`src/rtl/regfile_sb_bypass_pkg.sv`:
```
// Shared definitions for the bypassing register file: sweep FSM encoding and parameter defaults.
package regfile_sb_bypass_pkg;

  typedef enum logic {
    StClear = 1'b0,
    StReady = 1'b1
  } rf_state_e;

  localparam int unsigned DefDataW = 32;
  localparam int unsigned DefAddrW = 5;
  localparam int unsigned MaxNumRd = 4;

endpackage

```
`src/rtl/regfile_scoreboard.sv`:
```
// Busy scoreboard: one bit per register, set on issue, cleared on write-back, cleared by flush.
module regfile_scoreboard
  import regfile_sb_bypass_pkg::*;
#(
  parameter int unsigned ADDR_W   = DefAddrW,
  parameter int unsigned NUM_RD   = 2,
  parameter bit          BYPASS   = 1'b1,
  parameter bit          ZERO_REG = 1'b1
) (
  input  logic                     clk,
  input  logic                     rst,
  input  logic                     en,
  input  logic [NUM_RD*ADDR_W-1:0] id_rR,
  input  logic                     id_set,
  input  logic [ADDR_W-1:0]        id_setR,
  input  logic                     id_flush,
  input  logic                     wb_we,
  input  logic [ADDR_W-1:0]        wb_wR,
  output logic [NUM_RD-1:0]        id_busy
);

  localparam int unsigned DEPTH = 1 << ADDR_W;

  logic [DEPTH-1:0] busy_q, busy_d;

  // Flush beats issue, and issue beats a same-cycle write-back clear of the same register.
  always_comb begin
    busy_d = busy_q;
    if (en) begin
      if (id_flush) begin
        busy_d = '0;
      end else begin
        if (wb_we) busy_d[wb_wR] = 1'b0;
        if (id_set && !(ZERO_REG && id_setR == '0)) busy_d[id_setR] = 1'b1;
      end
    end
  end

  always_ff @(posedge clk) begin
    if (rst) busy_q <= '0;
    else     busy_q <= busy_d;
  end

  for (genvar k = 0; k < NUM_RD; k++) begin : g_port
    logic [ADDR_W-1:0] ra;
    logic              fwd;
    assign ra  = id_rR[k*ADDR_W +: ADDR_W];
    // A producer writing back this very cycle is forwarded, so it no longer blocks the reader.
    assign fwd = BYPASS && wb_we && (wb_wR == ra);
    assign id_busy[k] = en && busy_q[ra] && !fwd && !(ZERO_REG && ra == '0);
  end

endmodule

```
`src/rtl/regfile_sb_bypass.sv`:
```
// Pipeline register file: NUM_RD combinational reads, one write port, optional bypass and R0,
// busy scoreboard, and a post-reset sweep that zeroes the reset-less storage.
module regfile_sb_bypass
  import regfile_sb_bypass_pkg::*;
#(
  parameter int unsigned DATA_W   = DefDataW,
  parameter int unsigned ADDR_W   = DefAddrW,
  parameter int unsigned NUM_RD   = 2,
  parameter bit          BYPASS   = 1'b1,
  parameter bit          ZERO_REG = 1'b1
) (
  input  logic                     clk,
  input  logic                     rst,
  output logic                     init_done,
  input  logic [NUM_RD*ADDR_W-1:0] id_rR,
  output logic [NUM_RD*DATA_W-1:0] id_rD,
  output logic [NUM_RD-1:0]        id_busy,
  input  logic                     id_set,
  input  logic [ADDR_W-1:0]        id_setR,
  input  logic                     id_flush,
  input  logic                     wb_we,
  input  logic [ADDR_W-1:0]        wb_wR,
  input  logic [DATA_W-1:0]        wb_wD
);

  localparam int unsigned DEPTH = 1 << ADDR_W;

  if (NUM_RD < 1 || NUM_RD > MaxNumRd) begin : g_bad_num_rd
    $error("NUM_RD out of range");
  end

  rf_state_e         state_q, state_d;
  logic [ADDR_W-1:0] cnt_q, cnt_d;
  logic              ready;

  logic              mem_we;
  logic [ADDR_W-1:0] mem_waddr;
  logic [DATA_W-1:0] mem_wdata;
  logic [DATA_W-1:0] mem [DEPTH];

  always_ff @(posedge clk) begin
    if (rst) begin
      state_q <= StClear;
      cnt_q   <= '0;
    end else begin
      state_q <= state_d;
      cnt_q   <= cnt_d;
    end
  end

  always_comb begin
    state_d   = state_q;
    cnt_d     = cnt_q;
    mem_we    = 1'b0;
    mem_waddr = wb_wR;
    mem_wdata = wb_wD;
    unique case (state_q)
      StClear: begin
        mem_we    = 1'b1;
        mem_waddr = cnt_q;
        mem_wdata = '0;
        cnt_d     = cnt_q + ADDR_W'(1);
        if (&cnt_q) state_d = StReady;
      end
      StReady: begin
        mem_we = wb_we && !(ZERO_REG && wb_wR == '0);
      end
    endcase
  end

  // No reset on the array so it can map onto RAM; the sweep provides the zeroing.
  always_ff @(posedge clk) begin
    if (mem_we && !rst) mem[mem_waddr] <= mem_wdata;
  end

  assign ready     = (state_q == StReady);
  assign init_done = ready;

  for (genvar k = 0; k < NUM_RD; k++) begin : g_rd
    logic [ADDR_W-1:0] ra;
    logic [DATA_W-1:0] rd;
    assign ra = id_rR[k*ADDR_W +: ADDR_W];
    always_comb begin
      rd = mem[ra];
      if (!ready || (ZERO_REG && ra == '0)) rd = '0;
      else if (BYPASS && wb_we && wb_wR == ra) rd = wb_wD;
    end
    assign id_rD[k*DATA_W +: DATA_W] = rd;
  end

  regfile_scoreboard #(
    .ADDR_W  (ADDR_W),
    .NUM_RD  (NUM_RD),
    .BYPASS  (BYPASS),
    .ZERO_REG(ZERO_REG)
  ) u_scoreboard (
    .clk     (clk),
    .rst     (rst),
    .en      (ready),
    .id_rR   (id_rR),
    .id_set  (id_set),
    .id_setR (id_setR),
    .id_flush(id_flush),
    .wb_we   (wb_we),
    .wb_wR   (wb_wR),
    .id_busy (id_busy)
  );

endmodule

```
`config.mk`:
```
export PLATFORM = sky130hd
export DESIGN_NAME = regfile_sb_bypass
export DESIGN_NICKNAME = d
export VERILOG_FILES = /design/src/rtl/regfile_sb_bypass_pkg.sv /design/src/rtl/regfile_scoreboard.sv /design/src/rtl/regfile_sb_bypass.sv
export SDC_FILE = /design/constraint.sdc
export NUM_CORES = 1
export LEC_CHECK = 0
export BUFFER_PORTS_ARGS = -buffer_cell sky130_fd_sc_hd__buf_2
export CORE_MARGIN = 2
export CORE_UTILIZATION = 45
export CTS_CLUSTER_DIAMETER = 150
export DETAILED_ROUTE_END_ITERATION = 7
export PLACE_DENSITY_LB_ADDON = 0.25
export SYNTH_ARGS = -nofsm -noshare
export SYNTH_HDL_FRONTEND = slang
export SYNTH_SLANG_ARGS = --single-unit
```
`constraint.sdc`:
```
create_clock -name clk -period 4.75 [get_ports clk]
set_input_delay 0.2375 -clock clk [delete_from_list [all_inputs] [get_ports clk]]
set_output_delay 0.2375 -clock clk [all_outputs]
set_load 0.02 [all_outputs]
```
==> impl_metrics.ini <==
[flow_run]
maxCapViolCount = 0

[setup_path]
cp_cell_sequence = buf_6, buf_12, xor2_1, nor4_1, nand3_1, nor2_4, a32o_1, buf_2
cp-end-kind = primary output
max_stage_delay_ns = 1.20
crit_type = in -> out
cp_slowest_cell = nor4_1
worstPathArrival_ns = 4.43
path_max_fanout = 60
cp-start-kind = input port
cp.required_ns = 4.51

[sta]
holdWs_ns = 0.0531
maxSlewViolCount = 0
tns_ns = 0
final_hold_viol_count = 0
fin_crit_ns = 4.67
rsz0062_at_grt = no
worst_pin_slew_ns = 1.43
fmax_mhz = 214
setup_viol = 0
min_period_over_period_pct = 98.3
final.setup_skew_ns = 0.0344
relSlewSlack_pct = 3.80

[die]
dieArea_um2 = 115000
num_rows = 122
die_h_um = 339
io_pins = 124
core_area_um2 = 111000
start_util_pct = 45.5
fp.dieW_um = 339

[logic_synthesis]
synth_cell_types = 57
synth_xor_area_share_pct = 0.174
synth_simple_gate_area_share_pct = 3.39
synth_top_family_by_area = multiplexers
yosys_warnings = 0
synth.cell_area_um2 = 50400
syn_nets = 2928
synth.largest_area_cell = edfxtp_1
syn_area_per_cell_um2 = 17.6
yosys.area.top_type_share_pct = 61.0
synthTopCellsByArea = edfxtp_1 61%, mux4_2 17%, mux2i_1 4.7%
synth-seq-area-share_pct = 62.6
syn_inst = 2869
synth_seq_cells = 1062
synthMuxAreaShare_pct = 23.4
synth_compound_area_share_pct = 7.68
synth_fa_ha_area_share_pct = 0.0497

[layout]
drive_gt1_share_pct = 28.7
final_cells = 4572
stdcell_area_um2 = 56800
fin_util_pct = 51.3
nNetsFinal = 3046
area_growth_pct = 12.8

[routing]
drt_iter0_drc = 4450
wl_per_cell_um = 36.5
wl_um = 167000
vias_per_cell = 6.96
vias = 31800
drt_pass1_iterations = 6
postRouteAntennaNets = 0
drc = 0

[global_routing]
antenna_found_initial = 7
first_global_vias = 32300
grt_use_total_pct = 28.8
grt-ovfl-total = 0
grt_pass1_wl_um = 236000
grt_max_degree = 68

[worst_hold_path]
hold_class = in -> reg

[outcome]
status = finished clean

[place]
portBuffers = 123
hpwlAfterDp_um = 99800
place_congestion = 0.883
placed_area_um2 = 53100
dp_cells = 4358

[clock_network]
cts_setup_buffers = 0
cts.path.max_buffers = 3
clock-sinks = 1062
worstSkewPairLatency_ns = 0.72
cts_tree = done
cts_made_buffers = 111
cts_root_buf = clkbuf_16
htree_num_levels = 3
clk_pin_slew_ns = 0.06

[power]
power_leakage_nw = 18.1
cellPowerDensity_nw_per_um2 = 362
vdd_drop_max_mv = 0.308
path summary, 6_finish.rpt:
check	startpoint	end	slack, ns	cells after the start
worst max-delay path	id_rR[7]	id_rD[56]	0.08	8
worst min-delay path	id_set	u_scoreboard.busy_q[21]	0.05	5
worst max register to register	init_done	mem[23][6]	1.36	5
worst min register to register	u_scoreboard.busy_q[9]	u_scoreboard.busy_q[9]	0.51	2
placed cells by master, fill, tap and decap left out, types with 8 or more instances in the layout:
cell type	synthesis	final
edfxtp_1	1024	1024
mux4_2	385	385
mux2i_1	239	239
buf_2	58	116
a22oi_1	115	115
clkbuf_16	0	112
buf_4	23	104
nand2_1	100	99
nor2_1	118	83
a21oi_1	67	67
a22o_1	65	65
o22ai_1	54	54
o21ai_0	50	50
nand4_1	38	38
dfxtp_1	38	37
nor2_4	0	35
a32o_1	32	32
and2_1	34	32
clkinv_1	0	32
mux2_2	28	28
o221ai_1	26	26
o22a_1	26	26
buf_12	6	24
clkbuf_1	126	19
a2111oi_0	20	18
clkinv_2	0	18
mux4_1	15	15
bufinv_16	0	15
nand3_1	12	12
a31oi_1	12	12
a211oi_1	12	12
o2bb2ai_1	10	10
a2111oi_1	9	9
nand3b_1	8	8
a2111o_1	8	8
nor3b_1	8	8
sequential cells by signal, indices dropped and copies added, names as in the netlist:
name / count
init_done: 1
mem: 1024
u_scoreboard.busy_q: 32
cnt_q: 5
layout make-up:
type                    instances  area, um2
repair buffers                252       1930
well taps                    1488       1860
diodes                          6       15.0
multi-input cells            1554      17800
inverters                       6       22.5
clock buffers                 131       2870
clock inverters                73        746
fillers                      8921      54000
flip-flops and latches       1062      31500
report_power, final:
| group | switching (mW) | internal, mW | total (mW) |
|---|---|---|---|
| registers | 0.0290 | 10.2 | 10.2 |
| clock network | 3.70 | 5.11 | 8.81 |
| logic | 0.954 | 0.595 | 1.55 |
cells in the mapped netlist, drive strengths merged:
master,count
ha,2
and3,4
nor4,3
a2111oi,33
nand3b,8
o221ai,26
a221oi,1
a2111o,8
nand2b,4
nand4,38
mux2,28
and3b,2
a22oi,115
nand2,100
a222oi,1
or2,4
nor3b,8
o21ba,1
mux4,400
a32o,32
or3,3
nor3,6
mux2i,239
clkbuf,127
or3b,5
o22a,26
o21ai,50
buf,121
and2,34
o32ai,1
nand3,12
a31oi,13
o31ai,2
o2bb2ai,10
xnor2,4
inv,6
a22o,65
a21oi,67
nor2,118
xor2,6
o22ai,54
a211oi,12
edfxtp,1024
nor2b,8
dfxtp,38
repair_timing:
action	CTS	global route
gates resized for setup	1	0
hold buffers	3	0
setup endpoints to repair	13	0
endpoints found under the hold margin	5	0
logic make-up (layout without fill, tap and decap cells):
logic type,Yosys count,after routing
AOI/OAI and AO/OA,517,518
xor gates and xnor gates,10,10
adders and majority gates,2,2
buffers and inverters,254,462
DFF,1062,1062
muxes,667,667
other,0,6
and+or+nand+nor,357,357
worst max-delay path, delay by kind of cell:
kind / cells / cell delay [ns]
XOR/XNOR: 1 / 0.12
AND/OR/NAND/NOR: 3 / 2.57
buffers and inverters: 3 / 0.95
AO/OA/AOI/OAI: 1 / 0.49
metrics by stage:
step,total power [mW],setup slack [ns]
after floorplan,11.4,1.42
after global placement,11.9,0.506
after detailed placement,11.9,0.528
after CTS,20.6,0.219
after global routing,21.0,0.0621
final,20.6,0.0785
routing by layer:
| metal | track usage [%] | vias to the layer above | part of all wire [%] | wire length, um |
|---|---|---|---|---|
| li1 | - | 12400 | - | - |
| met1 | 37.9 | 16800 | 36 | 60900 |
| met2 | 45.3 | 2181 | 47 | 78800 |
| met3 | 6.42 | 454 | 11 | 18500 |
| met4 | 14.4 | 4 | 5.2 | 8760 |
| met5 | 0 | - | 0.016 | 27 |
Power figures use the tool's default switching activity.
